$ cat config.mk
export PLATFORM = sky130hd
export DESIGN_NAME = dp_request_fifo
export DESIGN_NICKNAME = d
export VERILOG_FILES = /design/src/rtl/dp_request_fifo.sv
export SDC_FILE = /design/constraint.sdc
export NUM_CORES = 1
export LEC_CHECK = 0
export CORE_ASPECT_RATIO = 0.5
export CORE_UTILIZATION = 61
export CTS_CLUSTER_SIZE = 30
export DETAILED_ROUTE_END_ITERATION = 10
export GPL_TIMING_DRIVEN = 0
export PLACE_DENSITY = 0.84
export SETUP_SLACK_MARGIN = 0.05
export SLEW_MARGIN = 20
export SYNTH_ARGS = -nofsm -noshare
export SYNTH_HDL_FRONTEND = slang
export SYNTH_SLANG_ARGS = --single-unit
export TNS_END_PERCENT = 1
$ cat constraint.sdc
create_clock -name clk -period 8.5 [get_ports clk]
set_input_delay 1.7 -clock clk [delete_from_list [all_inputs] [get_ports clk]]
set_output_delay 1.7 -clock clk [all_outputs]
set_load 0.01 [all_outputs]
$ cat src/rtl/dp_request_fifo.sv
// dp_request_fifo: request buffer in front of one memory controller lane.
// Strict FIFO with occupancy, almost-full warning and sticky error flags.
module dp_request_fifo #(
   parameter int DATA_WIDTH        = 80,
   parameter int ADDR_BITS         = 4,
   parameter int ALMOST_FULL_LEVEL = 14
) (
   input  logic                  clk,
   input  logic                  reset,
   input  logic                  wr_en,
   input  logic [DATA_WIDTH-1:0] data_in,
   output logic                  full,
   output logic                  almost_full,
   input  logic                  rd_en,
   output logic [DATA_WIDTH-1:0] data_out,
   output logic                  empty,
   output logic [ADDR_BITS:0]    count,
   output logic                  overflow,
   output logic                  underflow,
   input  logic                  err_clr
);

   localparam int DEPTH = 2 ** ADDR_BITS;

   localparam logic [ADDR_BITS:0] CNT_FULL =
      {1'b1, {ADDR_BITS{1'b0}}};
   localparam logic [ADDR_BITS:0] CNT_AF =
      ALMOST_FULL_LEVEL[ADDR_BITS:0];
   localparam logic [ADDR_BITS:0] CNT_ONE =
      {{ADDR_BITS{1'b0}}, 1'b1};
   localparam logic [ADDR_BITS-1:0] PTR_ONE =
      {{(ADDR_BITS-1){1'b0}}, 1'b1};

   logic [DATA_WIDTH-1:0] mem [DEPTH];
   logic [ADDR_BITS-1:0]  wp;
   logic [ADDR_BITS-1:0]  rp;
   logic                  wr_acc;
   logic                  rd_acc;

   // Status flags decode only the registered occupancy, never the inputs
   always_comb begin
      full        = (count == CNT_FULL);
      empty       = (count == '0);
      almost_full = (count >= CNT_AF);
      wr_acc      = wr_en & ~full;
      rd_acc      = rd_en & ~empty;
   end

   // Storage array is not reset; only accepted writes touch it
   always_ff @(posedge clk) begin
      if (wr_acc)
         mem[wp] <= data_in;
   end

   // Write pointer advances on each accepted push, wrapping modulo depth
   always_ff @(posedge clk or negedge reset) begin
      if (!reset)
         wp <= '0;
      else if (wr_acc)
         wp <= wp + PTR_ONE;
   end

   // Read pointer and output register advance on each accepted pop
   always_ff @(posedge clk or negedge reset) begin
      if (!reset) begin
         rp       <= '0;
         data_out <= '0;
      end else if (rd_acc) begin
         rp       <= rp + PTR_ONE;
         data_out <= mem[rp];
      end
   end

   // Occupancy is tracked separately so a full buffer is distinguishable
   always_ff @(posedge clk or negedge reset) begin
      if (!reset) begin
         count <= '0;
      end else begin
         unique case ({wr_acc, rd_acc})
            2'b10:   count <= count + CNT_ONE;
            2'b01:   count <= count - CNT_ONE;
            default: count <= count;
         endcase
      end
   end

   // Sticky error flags; a clear request wins over a new error
   always_ff @(posedge clk or negedge reset) begin
      if (!reset) begin
         overflow  <= 1'b0;
         underflow <= 1'b0;
      end else if (err_clr) begin
         overflow  <= 1'b0;
         underflow <= 1'b0;
      end else begin
         if (wr_en & full)
            overflow <= 1'b1;
         if (rd_en & empty)
            underflow <= 1'b1;
      end
   end

endmodule

==> impl_metrics.ini <==
[final_layout]
final_common_cell = edfxtp_1
final_cells = 3846
post-route-cell-area_um2 = 60500
final_cell_mix = edfxtp_1, mux4_2, clkdlybuf4s50_1
nets = 2715
syn_to_final_growth_pct = 17.1
drive_gt1_share_pct = 28.7

[pwr]
power.density_nw_per_um2 = 346
ir_drop_mv = 0.216
leakagePower_uw = 0.0193
power_uw = 20900

[worst_setup_path]
crit_end = count[4]
critPathLaunch = rd_en
slowest_stage = clkbuf_1
critPathMaxFanout = 11
path_cells = clkdlybuf4s50_1, a21boi_0, clkbuf_1, buf_2, ha_1, clkbuf_1, xor2_1, ha_1, and3b_1, o21ai_0, a21oi_1, xnor2_1
start_kind = primary input
r2r_start = count[2]
crit_type = primary input to register
path_delay_family = buffers and inverters
cp_num_buf_inv = 4
endpoint_kind = register
r2r_slack_ns = 3.38
slowest_delay_ns = 1.08
cp_num_cells = 12
reg2regPathDepth = 13
r2r-end = count[4]
worstPathRequired_ns = 9.11
worstPathArrival_ns = 6.60

[outcome]
violations = DRC
status = finished with violations

[logic_synthesis]
async_reset_ff_share_pct = 6.91
synth_area_leaders = edfxtp_1, mux4_2, dfrtp_1
netlist.top_cell.by_area = edfxtp_1
synthMuxAreaShare_pct = 15.7
avgSynthCellArea_um2 = 23.2
yosysTopAreaCellShare_pct = 74.4
syn_area_um2 = 51600
synth.net_count = 2322
synth_cell_types = 35
netlist_instances = 2229
synth_seq_area_share_pct = 79.0
synth_ff_type = edfxtp_1
ys.warnings.count = 0
synth_edf_count = 1280
synth_adder_area_share_pct = 0.194
synthXorXnorAreaFrac_pct = 0.220
synth_top_family_by_area = multiplexers
synth-seq-cells = 1375
synth_compound_area_share_pct = 3.08
yosys.area_share.simple_pct = 0.400

[clocking]
cts_tree = done
clockBufferDepth = 3
clkSinkCount = 1375
cts_hold_repair.buffers = 0
cts_htree_levels = 3
postCtsSetupBuffers = 0
clock_latency_ns = 0.72
clkTransAtPathRegs_ns = 0.07
ctsResizeCount = 0
clockRootBuffer = clkbuf_16
numCtsBuffers = 113

[die]
start_util_pct = 61.6
dieArea_um2 = 85900
dieHeight_um = 208
die_x_um = 413
core_um2 = 83800
rows = 75
num_io_pins = 175

[placement]
dp_hpwl_um = 83000
place_congestion = 0.773
place_area_um2 = 56700
pre_cts_ws_ns = 2.46
dp.cells = 3623
port-buffer-count = 174

[routing]
first_pass_iters = 9
vias = 29601
wl_um = 158000
routedWlPerCell_um = 41.2
route.detailed.drc = 2
drt-vias-per-instance = 7.70
first_iter_violations = 6589
ant_nets = 0

[timing]
fin_crit_sh_pct = 70.6
timing.fmax_mhz = 167
fin_ws_ns = 2.50
worstMarginPinSlew_ns = 1.38
finalCriticalPeriod_ns = 6.00
rsz0062_at_grt = no
fin_skew_ns = 0.0290
relSlewSlack_pct = 7.96
final-setup-viol-count = 0
slew_viol_final = 0
hold_violations = 0
finalSetupTns_ns = 0

[global_route]
gr-total-overflow = 0
grt_pass1_vias = 29543
grt_util_all_layers_pct = 36.4
antenna_found_initial = 11
grt_pass1_wl_um = 218000
grt_max_degree = 61

[hold_path]
worstHoldPathType = register to register

[run]
cap_violations = 0
==> cell type report <==
type | count | area, um^2
Tap cell | 1116 | 1400
Buffer | 130 | 673
Multi-Input combinational cell | 719 | 10200
Clock buffer | 142 | 3030
Clock inverter | 73 | 759
Timing Repair Buffer | 278 | 3520
Antenna cell | 8 | 20.0
Fill cell | 3981 | 23300
Sequential cell | 1375 | 40800
Inverter | 5 | 18.8
==> worst reg2reg max path, stage by stage, from the launching register on <==
cell      delay [ns]
dfrtp_1         0.39
buf_2           0.26
nor4_1          0.10
a21boi_0        0.60
clkbuf_1        1.08
buf_2           0.65
ha_1            0.28
clkbuf_1        0.39
xor2_1          0.23
ha_1            0.26
and3b_1         0.22
o21ai_0         0.12
a21oi_1         0.24
xnor2_1         0.19
==> cell usage after synthesis (all sizes together), types with 2 or more instances <==
library cell and count:
ha 8, dfrtp 95, and3b 2, nand2b 3, xnor2 7, buf 66, nand2 8, nand4 2
a21oi 86, xor2 6, a21boi 2, inv 5, o22ai 160, edfxtp 1280, nor2 17, mux4 320
mux2 82, nor3 4, clkbuf 64, o21ai 3
==> worst min-delay path by stage <==
stage	from	cells after the start	slack [ns]	end
3_5_place_dp	underflow	2	0.49	underflow
6_report	underflow	2	0.56	underflow
4_1_cts	underflow	2	0.56	underflow
2_1_floorplan	overflow	2	0.53	overflow
5_1_grt	underflow	2	0.57	underflow
3_3_place_gp	underflow	2	0.49	underflow
==> layer usage <==
| layer | vias to the layer above | wire length (um) | global-route usage, % | share of wire (%) |
|---|---|---|---|---|
| met5 | - | 46 | 0 | 0.029 |
| met4 | 4 | 11500 | 19.3 | 7.3 |
| met3 | 879 | 24000 | 9.39 | 15 |
| met2 | 3939 | 75100 | 57.3 | 47 |
| met1 | 14466 | 47600 | 47.4 | 30 |
| li1 | 10313 | - | - | - |
==> per-stage QoR <==
stage          util, %  hold slack [ns]
2_1_floorplan        -            0.526
3_3_place_gp      65.4            0.486
3_5_place_dp      67.6            0.495
4_1_cts           72.1            0.559
5_1_grt           72.2            0.569
6_report          72.2            0.557
==> cells by family (layout without fill, tap and decap cells) <==
group                    after synthesis  count (layout)
flip-flops                          1375            1375
multiplexers                         402             402
AO/OA/AOI/OAI                        254             254
buffers and inverters                135             628
AND/OR/NAND/NOR                       42              42
XOR/XNOR                              13              13
adder cells (fa/ha/maj)                8               8
other                                  0               8
==> power by group <==
part / internal (uW) / switching (uW)
sequential: 8250 / 437
clock: 2970 / 2620
combinational: 2870 / 3800
==> registers in the layout (all words and copies together) (netlist names) <==
| signal | count |
|---|---|
| mem | 1280 |
| underflow | 1 |
| data_out | 80 |
| wp | 4 |
| count | 5 |
| overflow | 1 |
| rp | 4 |
(Power assumes the default switching activity.)
